## config.mk

```make
export PLATFORM = sky130hd
export DESIGN_NAME = vga_timing_gen_flat
export DESIGN_NICKNAME = d
export VERILOG_FILES = /design/src/rtl/vga_timing_pkg.sv /design/src/rtl/vga_timing_gen_if.sv /design/src/rtl/vga_axis_counter.sv /design/src/rtl/vga_timing_gen.sv /design/src/flat_wrapper.sv
export SDC_FILE = /design/constraint.sdc
export NUM_CORES = 1
export LEC_CHECK = 0
export CAP_MARGIN = 0
export CORE_AREA = 2 2 77 79
export DETAILED_ROUTE_END_ITERATION = 10
export DIE_AREA = 0 0 79 81
export SYNTH_ARGS = -nofsm -noshare
export SYNTH_HDL_FRONTEND = slang
export SYNTH_SLANG_ARGS = --single-unit
```

## constraint.sdc

```tcl
create_clock -name clk -period 4.3 [get_ports clk]
set_input_delay 0.86 -clock clk [delete_from_list [all_inputs] [get_ports clk]]
set_output_delay 0.86 -clock clk [all_outputs]
set_load 0.01 [all_outputs]
```

## src/rtl/vga_timing_pkg.sv

```systemverilog
// Shared raster timing constants: 640x480@60 defaults and total-count derivation.
package vga_timing_pkg;

  // Sum of the four timing segments of one axis.
  function automatic int unsigned axis_total(input int unsigned active, input int unsigned fp,
                                             input int unsigned sync, input int unsigned bp);
    return active + fp + sync + bp;
  endfunction

  // 640x480@60 horizontal timing, pixels.
  localparam int unsigned H_ACTIVE = 640;
  localparam int unsigned H_FP     = 16;
  localparam int unsigned H_SYNC   = 96;
  localparam int unsigned H_BP     = 48;

  // 640x480@60 vertical timing, lines.
  localparam int unsigned V_ACTIVE = 480;
  localparam int unsigned V_FP     = 10;
  localparam int unsigned V_SYNC   = 2;
  localparam int unsigned V_BP     = 33;

  // Sync active levels (0 = active-low).
  localparam bit HS_POL = 1'b0;
  localparam bit VS_POL = 1'b0;

  localparam int unsigned H_TOTAL = axis_total(H_ACTIVE, H_FP, H_SYNC, H_BP);
  localparam int unsigned V_TOTAL = axis_total(V_ACTIVE, V_FP, V_SYNC, V_BP);

  // Counter widths carried on the raster bus and the largest totals they hold.
  localparam int unsigned HCOUNT_W    = 11;
  localparam int unsigned VCOUNT_W    = 10;
  localparam int unsigned H_TOTAL_MAX = 2048;
  localparam int unsigned V_TOTAL_MAX = 1024;

endpackage

```

## src/rtl/vga_timing_gen_if.sv

```systemverilog
// Raster bus from the timing generator to the pattern stage and DAC pins.
interface vga_timing_gen_if;
  import vga_timing_pkg::*;

  logic [HCOUNT_W-1:0] hcount;
  logic [VCOUNT_W-1:0] vcount;
  logic                hsync;
  logic                vsync;
  logic                video_on;
  logic                line_start;
  logic                frame_start;

  modport master (
    output hcount, vcount, hsync, vsync, video_on, line_start, frame_start
  );

  modport slave (
    input hcount, vcount, hsync, vsync, video_on, line_start, frame_start
  );
endinterface

```

## src/rtl/vga_axis_counter.sv

```systemverilog
// One raster axis: wrapping position counter with registered sync decode.
// active is a lookahead flag: it decodes the value count will take on this edge,
// so a register loaded from it lines up with count with no relative latency.
module vga_axis_counter
  import vga_timing_pkg::*;
#(
  parameter int unsigned ACTIVE = H_ACTIVE,
  parameter int unsigned FP     = H_FP,
  parameter int unsigned SYNC   = H_SYNC,
  parameter int unsigned BP     = H_BP,
  parameter bit          POL    = HS_POL,
  parameter int unsigned WIDTH  = HCOUNT_W
) (
  input  logic             clk,
  input  logic             rst_n,
  input  logic             en,
  output logic [WIDTH-1:0] count,
  output logic             sync,
  output logic             active,
  output logic             wrap
);

  localparam int unsigned TOTAL      = axis_total(ACTIVE, FP, SYNC, BP);
  localparam int unsigned CAPACITY   = 32'd1 << WIDTH;
  localparam int unsigned SYNC_FIRST = ACTIVE + FP;
  localparam int unsigned SYNC_LAST  = ACTIVE + FP + SYNC - 1;

  // Reject timings the counter cannot represent.
  if (TOTAL > CAPACITY) begin : g_total_check
    $error("vga_axis_counter: total %0d exceeds %0d-bit counter", TOTAL, WIDTH);
  end
  if (SYNC == 0) begin : g_sync_check
    $error("vga_axis_counter: sync width must be non-zero");
  end

  logic [WIDTH-1:0] count_nxt;
  logic             sync_nxt;

  // Terminal count, next position and decodes of the next position.
  always_comb begin
    wrap      = (count == WIDTH'(TOTAL - 1));
    count_nxt = count;
    if (en) begin
      count_nxt = wrap ? '0 : count + WIDTH'(1);
    end
    active   = (count_nxt < WIDTH'(ACTIVE));
    sync_nxt = ((count_nxt >= WIDTH'(SYNC_FIRST)) && (count_nxt <= WIDTH'(SYNC_LAST))) ? POL : ~POL;
  end

  // Position and sync level; both hold while en is low since count_nxt == count.
  always_ff @(posedge clk or negedge rst_n) begin
    if (!rst_n) begin
      count <= '0;
      sync  <= ~POL;
    end else begin
      count <= count_nxt;
      sync  <= sync_nxt;
    end
  end

endmodule

```

## src/rtl/vga_timing_gen.sv

```systemverilog
// Raster timing generator: horizontal/vertical counters, syncs, video enable and
// line/frame start pulses, all registered.
module vga_timing_gen
  import vga_timing_pkg::*;
#(
  parameter int unsigned H_ACTIVE = vga_timing_pkg::H_ACTIVE,
  parameter int unsigned H_FP     = vga_timing_pkg::H_FP,
  parameter int unsigned H_SYNC   = vga_timing_pkg::H_SYNC,
  parameter int unsigned H_BP     = vga_timing_pkg::H_BP,
  parameter int unsigned V_ACTIVE = vga_timing_pkg::V_ACTIVE,
  parameter int unsigned V_FP     = vga_timing_pkg::V_FP,
  parameter int unsigned V_SYNC   = vga_timing_pkg::V_SYNC,
  parameter int unsigned V_BP     = vga_timing_pkg::V_BP,
  parameter bit          HS_POL   = vga_timing_pkg::HS_POL,
  parameter bit          VS_POL   = vga_timing_pkg::VS_POL
) (
  input  logic              clk,
  input  logic              rst_n,
  input  logic              pix_ce,
  vga_timing_gen_if.master  vga
);

  localparam int unsigned LINE_TOTAL  = axis_total(H_ACTIVE, H_FP, H_SYNC, H_BP);
  localparam int unsigned FRAME_TOTAL = axis_total(V_ACTIVE, V_FP, V_SYNC, V_BP);

  // Reject timings outside the range of the raster bus counters.
  if (LINE_TOTAL > H_TOTAL_MAX) begin : g_h_range
    $error("vga_timing_gen: H_TOTAL %0d exceeds %0d", LINE_TOTAL, H_TOTAL_MAX);
  end
  if (FRAME_TOTAL > V_TOTAL_MAX) begin : g_v_range
    $error("vga_timing_gen: V_TOTAL %0d exceeds %0d", FRAME_TOTAL, V_TOTAL_MAX);
  end

  logic [HCOUNT_W-1:0] h_count;
  logic [VCOUNT_W-1:0] v_count;
  logic                h_sync;
  logic                v_sync;
  logic                h_active;
  logic                v_active;
  logic                h_wrap;
  logic                v_wrap;
  logic                v_en;
  logic                video_on;
  logic                line_start;
  logic                frame_start;

  // Lines advance only on the pixel edge that wraps the column counter.
  assign v_en = pix_ce & h_wrap;

  vga_axis_counter #(
    .ACTIVE (H_ACTIVE),
    .FP     (H_FP),
    .SYNC   (H_SYNC),
    .BP     (H_BP),
    .POL    (HS_POL),
    .WIDTH  (HCOUNT_W)
  ) u_h_axis (
    .clk    (clk),
    .rst_n  (rst_n),
    .en     (pix_ce),
    .count  (h_count),
    .sync   (h_sync),
    .active (h_active),
    .wrap   (h_wrap)
  );

  vga_axis_counter #(
    .ACTIVE (V_ACTIVE),
    .FP     (V_FP),
    .SYNC   (V_SYNC),
    .BP     (V_BP),
    .POL    (VS_POL),
    .WIDTH  (VCOUNT_W)
  ) u_v_axis (
    .clk    (clk),
    .rst_n  (rst_n),
    .en     (v_en),
    .count  (v_count),
    .sync   (v_sync),
    .active (v_active),
    .wrap   (v_wrap)
  );

  // Video enable follows the counters on pixel edges; pulses mark loads of column/frame 0.
  // video_on stays low after reset until the first pixel edge, blanking pixel (0,0).
  always_ff @(posedge clk or negedge rst_n) begin
    if (!rst_n) begin
      video_on    <= 1'b0;
      line_start  <= 1'b0;
      frame_start <= 1'b0;
    end else begin
      if (pix_ce) begin
        video_on <= h_active & v_active;
      end
      line_start  <= pix_ce & h_wrap;
      frame_start <= pix_ce & h_wrap & v_wrap;
    end
  end

  assign vga.hcount      = h_count;
  assign vga.vcount      = v_count;
  assign vga.hsync       = h_sync;
  assign vga.vsync       = v_sync;
  assign vga.video_on    = video_on;
  assign vga.line_start  = line_start;
  assign vga.frame_start = frame_start;

endmodule

```

## src/flat_wrapper.sv

```systemverilog
// flat-port wrapper written by rule: the top's interface ports become plain ports
module vga_timing_gen_flat import vga_timing_pkg::*;
#(
  parameter int unsigned H_ACTIVE = vga_timing_pkg::H_ACTIVE,
  parameter int unsigned H_FP     = vga_timing_pkg::H_FP,
  parameter int unsigned H_SYNC   = vga_timing_pkg::H_SYNC,
  parameter int unsigned H_BP     = vga_timing_pkg::H_BP,
  parameter int unsigned V_ACTIVE = vga_timing_pkg::V_ACTIVE,
  parameter int unsigned V_FP     = vga_timing_pkg::V_FP,
  parameter int unsigned V_SYNC   = vga_timing_pkg::V_SYNC,
  parameter int unsigned V_BP     = vga_timing_pkg::V_BP,
  parameter bit          HS_POL   = vga_timing_pkg::HS_POL,
  parameter bit          VS_POL   = vga_timing_pkg::VS_POL
)
  (clk, rst_n, pix_ce, vga_hcount, vga_vcount, vga_hsync, vga_vsync, vga_video_on, vga_line_start, vga_frame_start);
  vga_timing_gen_if vga_i ();
  input  logic clk;
  input  logic rst_n;
  input  logic pix_ce;
  output wire logic [$bits(vga_i.hcount)-1:0] vga_hcount;
  output wire logic [$bits(vga_i.vcount)-1:0] vga_vcount;
  output wire logic [$bits(vga_i.hsync)-1:0] vga_hsync;
  output wire logic [$bits(vga_i.vsync)-1:0] vga_vsync;
  output wire logic [$bits(vga_i.video_on)-1:0] vga_video_on;
  output wire logic [$bits(vga_i.line_start)-1:0] vga_line_start;
  output wire logic [$bits(vga_i.frame_start)-1:0] vga_frame_start;
  assign vga_hcount = vga_i.hcount;
  assign vga_vcount = vga_i.vcount;
  assign vga_hsync = vga_i.hsync;
  assign vga_vsync = vga_i.vsync;
  assign vga_video_on = vga_i.video_on;
  assign vga_line_start = vga_i.line_start;
  assign vga_frame_start = vga_i.frame_start;
  vga_timing_gen #(.H_ACTIVE(H_ACTIVE), .H_FP(H_FP), .H_SYNC(H_SYNC), .H_BP(H_BP), .V_ACTIVE(V_ACTIVE), .V_FP(V_FP), .V_SYNC(V_SYNC), .V_BP(V_BP), .HS_POL(HS_POL), .VS_POL(VS_POL)) u_core (.clk(clk), .rst_n(rst_n), .pix_ce(pix_ce), .vga(vga_i));
endmodule
```

==> results of run 1 <==
## kinds of logic after synthesis
| group | synth area share |
|---|---|
| xor+xnor | 0.0597 |
| compound gates | 0.141 |
| fa+ha+maj | 0.0233 |
| flops | 0.405 |
| mux | 0.0124 |
| simple gates | 0.300 |
| buf+inv | 0.0582 |
## synthesized netlist by cell type, drive strengths merged (3+ instances only)
cell,count,area (µm²)
and3,4,26.3
and4,3,27.5
buf,4,26.3
clkbuf,7,26.3
dfrtp,24,601
ha,3,37.5
inv,11,41.3
nand2,18,67.6
nand3,7,35.0
nand4,11,75.1
nor2,11,41.3
nor2b,4,25.0
nor3,5,25.0
o211ai,3,27.5
o21ai,10,50.1
xnor2,10,87.6
## flip-flops by register name, indices dropped and copies added, names as in the netlist
signal and cells:
u_core.vga.video_on 1, u_core.u_h_axis.count 11, u_core.u_v_axis.sync 1, u_core.vga.frame_start 1, u_core.u_v_axis.count 10, u_core.u_h_axis.sync 1
u_core.vga.line_start 1
## final timing paths
kind                       cells after the start                      from  slack (ns)                       end
setup / recovery                               7                    pix_ce        1.39       u_core.vga.video_on
hold reg to reg                                1  u_core.u_v_axis.count[7]        0.57  u_core.u_v_axis.count[7]
setup reg to reg                               7  u_core.u_h_axis.count[0]        1.98      u_core.u_h_axis.sync
max in group asynchronous                      2                     rst_n        3.03      u_core.u_h_axis.sync
min in group asynchronous                      2                     rst_n        0.96  u_core.u_v_axis.count[0]
hold / removal                                 1  u_core.u_v_axis.count[7]        0.57  u_core.u_v_axis.count[7]
## per-layer routing
layer  vias to the layer above  GRT usage  share of wire  routed length, µm
met2                        38      0.211           0.46               1790
met5                         -          0              0                  0
met1                       636      0.180           0.49               1890
met3                         2     0.0367          0.049                191
li1                        666          -              -                  -
met4                         0     0.0310         0.0059                 23
## layout by cell type, fill, tap and decap left out, types with 2 or more instances in the layout
cell type	synthesis	final
nor2_1	11	11
and3_1	3	3
mux2i_1	2	2
o21ai_0	10	10
ha_1	3	3
a31oi_1	2	2
nand4_1	10	10
and4_1	2	2
nand3_1	7	7
nand2_1	18	18
and2_1	2	2
dfrtp_1	24	24
a21oi_1	2	2
clkdlybuf4s50_1	0	28
nor2b_1	4	4
clkbuf_8	0	4
nor3_1	5	5
o211ai_1	2	2
o311ai_0	2	2
dfstp_2	2	2
and4bb_2	2	2
nand4bb_4	2	2
inv_1	11	11
xnor2_1	10	10
or3_1	2	2
## final cells by class
class,instances,area share
multi-input combinational,124,0.434
sequential,26,0.327
timing repair buffer,29,0.144
tap,75,0.0470
clock buffer,4,0.0276
inverter,11,0.0207
## worst max-delay path: stages
cell and delay [ns]:
clkdlybuf4s50_1 0.78, nand4_1 0.23, nor4_2 0.45, a31oi_1 0.21, o22ai_2 0.18, inv_1 0.08
o32ai_1 0.29
## power breakdown
part           internal, µW  switching, µW  leakage (µW)
combinational          77.6           71.8      0.000410
sequential              268           42.6      0.000331
clock                  81.9           79.6     0.0000288
## metrics by stage
step / hold slack, ns / util / power (µW) / setup slack, ns / std cells
2_1_floorplan: 0.556 / - / 385 / 2.13 / 172
3_3_place_gp: 0.548 / 0.342 / 465 / 1.16 / 265
3_5_place_dp: 0.548 / 0.342 / 464 / 1.13 / 265
4_1_cts: 0.563 / 0.352 / 631 / 1.41 / 269
5_1_grt: 0.585 / 0.352 / 658 / 1.16 / 269
6_report: 0.569 / 0.352 / 621 / 1.39 / 269
==> results_dict.tcl, run 1 <==
set metrics [dict create \
    status "finished, final reports clean" \
    cp_max_fo 15 \
    ir_drop_uv 184 \
    clock.fmax_mhz 344 \
    antennaDiodeCount 0 \
    netlist_area_mm2 0.00161 \
    drc 0 \
    stdcell_area_mm2 0.00200 \
    multi_input_area_um2 866 \
    ys.flop_type "dfrtp_1" \
    fin_worst_skew_ns 0.00494 \
    fill_cells 594 \
    worst_pin_slew_ns 0.539 \
    grt_max_degree 27 \
    die_x_um 79 \
    rows 28 \
    gp_congestion 0.812 \
    critical_path_class "input port to register" \
    grt.overflow.total 0 \
    grt_usage 0.133 \
    grt_first_pass_wirelength_um 6650 \
    post-route-period-util 0.676 \
    dieArea_mm2 0.00640 \
    layout-drive-gt1-share 0.108 \
    ys_seq_area_frac 0.405 \
    yosys_warnings 0 \
    maxSlewHeadroom 0.637 \
    cellLeakagePower_uw 0.000770 \
    syn_avg_cell_area_um2 9.38 \
    ctsResizeCount 0 \
    vias 1342 \
    ys_seq_elements 26 \
    dieHeight_um 81 \
    ys_types 49 \
    io_buffers 28 \
    critPathRequiredTime_ns 4.47 \
    rsz0062_at_grt "no" \
    synth_edf_count 0 \
    drtIter0Drc 125 \
    cts.path.max_buffers 2 \
    drv_slew 0 \
    cts_root_buf "clkbuf_8" \
    cp-start-kind "input port" \
    grt_pass1_vias 1337 \
    tritoncts "done" \
    wirelength_um 3900 \
    fin_nets 201 \
    htree_levels 1 \
    firstDrtPassIters 4 \
    syn_nets 178 \
    regArea_um2 653 \
    power_density_mw_per_mm2 311 \
    placed_cell_area_mm2 0.00194 \
    start_util 0.284 \
    clk_pin_slew_worst_paths_ns 0.10 \
    arrival_ns 3.08 \
    layout-area-overhead-vs-synth_pct 23.8 \
    cts_sinks 26 \
    async_flop_share 1.00 \
    clk_latency_ns 0.27 \
    antenna_found_initial 0 \
    holdCritPathClass "register to register" \
    wl_per_cell_um 14.5 \
    cap_violations 0 \
    hold_buffers 0 \
    min_period_ns 2.91 \
    cts_buffers 3 \
    post-cts-setup-buffers 0 \
    ant_nets 0 \
    avgViaCountPerCell 4.99 \
    end_kind "register" \
    hpwlAfterDp_um 2740 \
    finalSetupViolations 0 \
    core_area_mm2 0.00568 \
    io_pins 29 \
    final_hold_viol_count 0 \
    finalSetupTns_ns 0 \
    syn_inst 172 \
]
Power figures use the tool's default switching activity.
==> run 2, diff against run 1 <==
==> constraint.sdc (replaced) <==
create_clock -name clk -period 2.6 [get_ports clk]
set_input_delay 0.52 -clock clk [delete_from_list [all_inputs] [get_ports clk]]
set_output_delay 0.52 -clock clk [all_outputs]
set_load 0.01 [all_outputs]
==> run 2 against run 1 <==
Compared with the run above:
- register-to-register slack worse by 1.5 ns
- global-route usage shrank 0.14 points
- combinational power grew 65%
- worst hold slack lost 0.022 ns
- sequential power increased by 65%
- clock-buffer cell count did not move
- largest cell class unchanged
- highest routed layer unchanged
==> results_dict.tcl, run 2 (synthesis gave the netlist of run 1 again) <==
set metrics [dict create \
    status "finished, final reports clean" \
    antennaDiodeCount 0 \
    maxSlewHeadroom 0.658 \
    regToRegEndpoint "u_core.vga.video_on" \
    clk_pin_slew_worst_paths_ns 0.09 \
    dieArea_mm2 0.00640 \
    finalSetupTns_ns 0 \
    regArea_um2 653 \
    post-route-period-util 0.836 \
    cts.path.max_buffers 2 \
    ir_drop_uv 285 \
    holdCritPathClass "register to register" \
    cts_sinks 26 \
    finalSetupViolations 0 \
    fin_worst_skew_ns 0.00444 \
    grt_use_met3 0.0333 \
    r2r-start "u_core.u_h_axis.count[1]" \
    drc 0 \
    rows 28 \
    clk_latency_ns 0.27 \
    core_area_mm2 0.00568 \
    grtUsageMet1 0.173 \
    htree_levels 1 \
    post-cts-setup-buffers 0 \
    ant_nets 0 \
    rsz0062_at_grt "no" \
    largest_reg_flops 11 \
    dieHeight_um 81 \
    fin_nets 208 \
    grt_usage 0.131 \
    wirelength_um 3840 \
    min_path_cells 1 \
    layout-area-overhead-vs-synth_pct 27.1 \
    cap_violations 0 \
    firstDrtPassIters 6 \
    grt_pass1_vias 1389 \
    cp-start-kind "input port" \
    io_buffers 28 \
    ctsResizeCount 0 \
    power_density_mw_per_mm2 498 \
    end_kind "register" \
    fill_cells 599 \
    final_util 0.361 \
    grt_max_degree 27 \
    cts_root_buf "clkbuf_8" \
    hold_buffers 0 \
    vias 1386 \
    drv_slew 0 \
    grt_use_met2 0.213 \
    tritoncts "done" \
    final_hold_viol_count 0 \
    avgViaCountPerCell 5.02 \
    layout_commonest_cell "clkdlybuf4s50_1" \
    reg2reg_slack_ns 0.44 \
    start_util 0.284 \
    top_regs "u_core.u_h_axis.count: 11 flops, u_core.u_v_axis.count: 10 flops" \
    layout-drive-gt1-share 0.139 \
    wl_per_cell_um 13.9 \
    drtIter0Drc 70 \
    arrival_ns 2.33 \
    critical_path_class "input port to register" \
    final_cell_mix "28 x clkdlybuf4s50_1, 24 x dfrtp_1, 18 x nand2_1, 11 x inv_1, 11 x nor2_1" \
    cellLeakagePower_uw 0.000803 \
    grt_first_pass_wirelength_um 6720 \
    worst_pin_slew_ns 0.508 \
    hpwlAfterDp_um 2790 \
    grt.overflow.total 0 \
    gp_congestion 0.828 \
    min-delay-start "u_core.u_v_axis.count[7]" \
    worst_hold_path.endpoint "u_core.u_v_axis.count[7]" \
    cts_buffers 3 \
    grt_busiest_layer "met2" \
    antenna_found_initial 0 \
    clock.fmax_mhz 460 \
    regMostFlops "u_core.u_h_axis.count" \
    critPathRequiredTime_ns 2.76 \
    die_x_um 79 \
    io_pins 29 \
    min_period_ns 2.17 \
    multi_input_area_um2 866 \
    rr_worst_depth 6 \
    cp_max_fo 5 \
]
-- run 2: how the worst max path moves through the flow --
stage                              from              endpoint  slack, ns  cells after the start
2_1_floorplan  u_core.u_h_axis.count[1]   u_core.vga.video_on       0.53                      6
3_3_place_gp                     pix_ce   u_core.vga.video_on       0.18                      6
3_5_place_dp                     pix_ce   u_core.vga.video_on       0.15                      6
4_1_cts        u_core.u_h_axis.count[1]   u_core.vga.video_on       0.44                      6
5_1_grt        u_core.u_h_axis.count[1]  u_core.u_v_axis.sync       0.32                      6
6_report                         pix_ce   u_core.vga.video_on       0.43                      6
-- run 2: stage by stage --
stage	cell area [µm²]	instances	power, µW	hold slack, ns	setup slack [ns]
2_1_floorplan	1610	172	637	0.224	0.534
3_3_place_gp	1990	272	764	0.537	0.184
3_5_place_dp	1990	272	766	0.536	0.153
4_1_cts	2050	276	1040	0.551	0.440
5_1_grt	2050	276	1100	0.612	0.318
6_report	2050	276	1020	0.546	0.427
-- run 2: layout make-up --
class	count	area share
multi-input combinational	124	0.422
timing repair buffer	36	0.166
clock buffer	4	0.0269
tap	75	0.0458
sequential	26	0.319
inverter	11	0.0201
-- run 2: layer usage --
metal,wire length [µm],share of wire
met1,1750,0.46
met2,1850,0.48
met3,195,0.051
met4,43,0.011
met5,0,0
-- run 2: worst max-delay path, stage by stage --
cell and delay [ns]:
clkdlybuf4s50_1 0.57, nand4_1 0.16, or4_4 0.47, a211o_1 0.31
a22oi_2 0.18, o32ai_1 0.11
-- run 2: power breakdown --
part | leakage (µW) | switching [µW] | total, µW | internal, µW
registers | 0.000331 | 68.2 | 511 | 443
clock network | 0.0000288 | 128 | 263 | 135
logic | 0.000443 | 113 | 246 | 133
total | 0.000803 | 309 | 1020 | 711
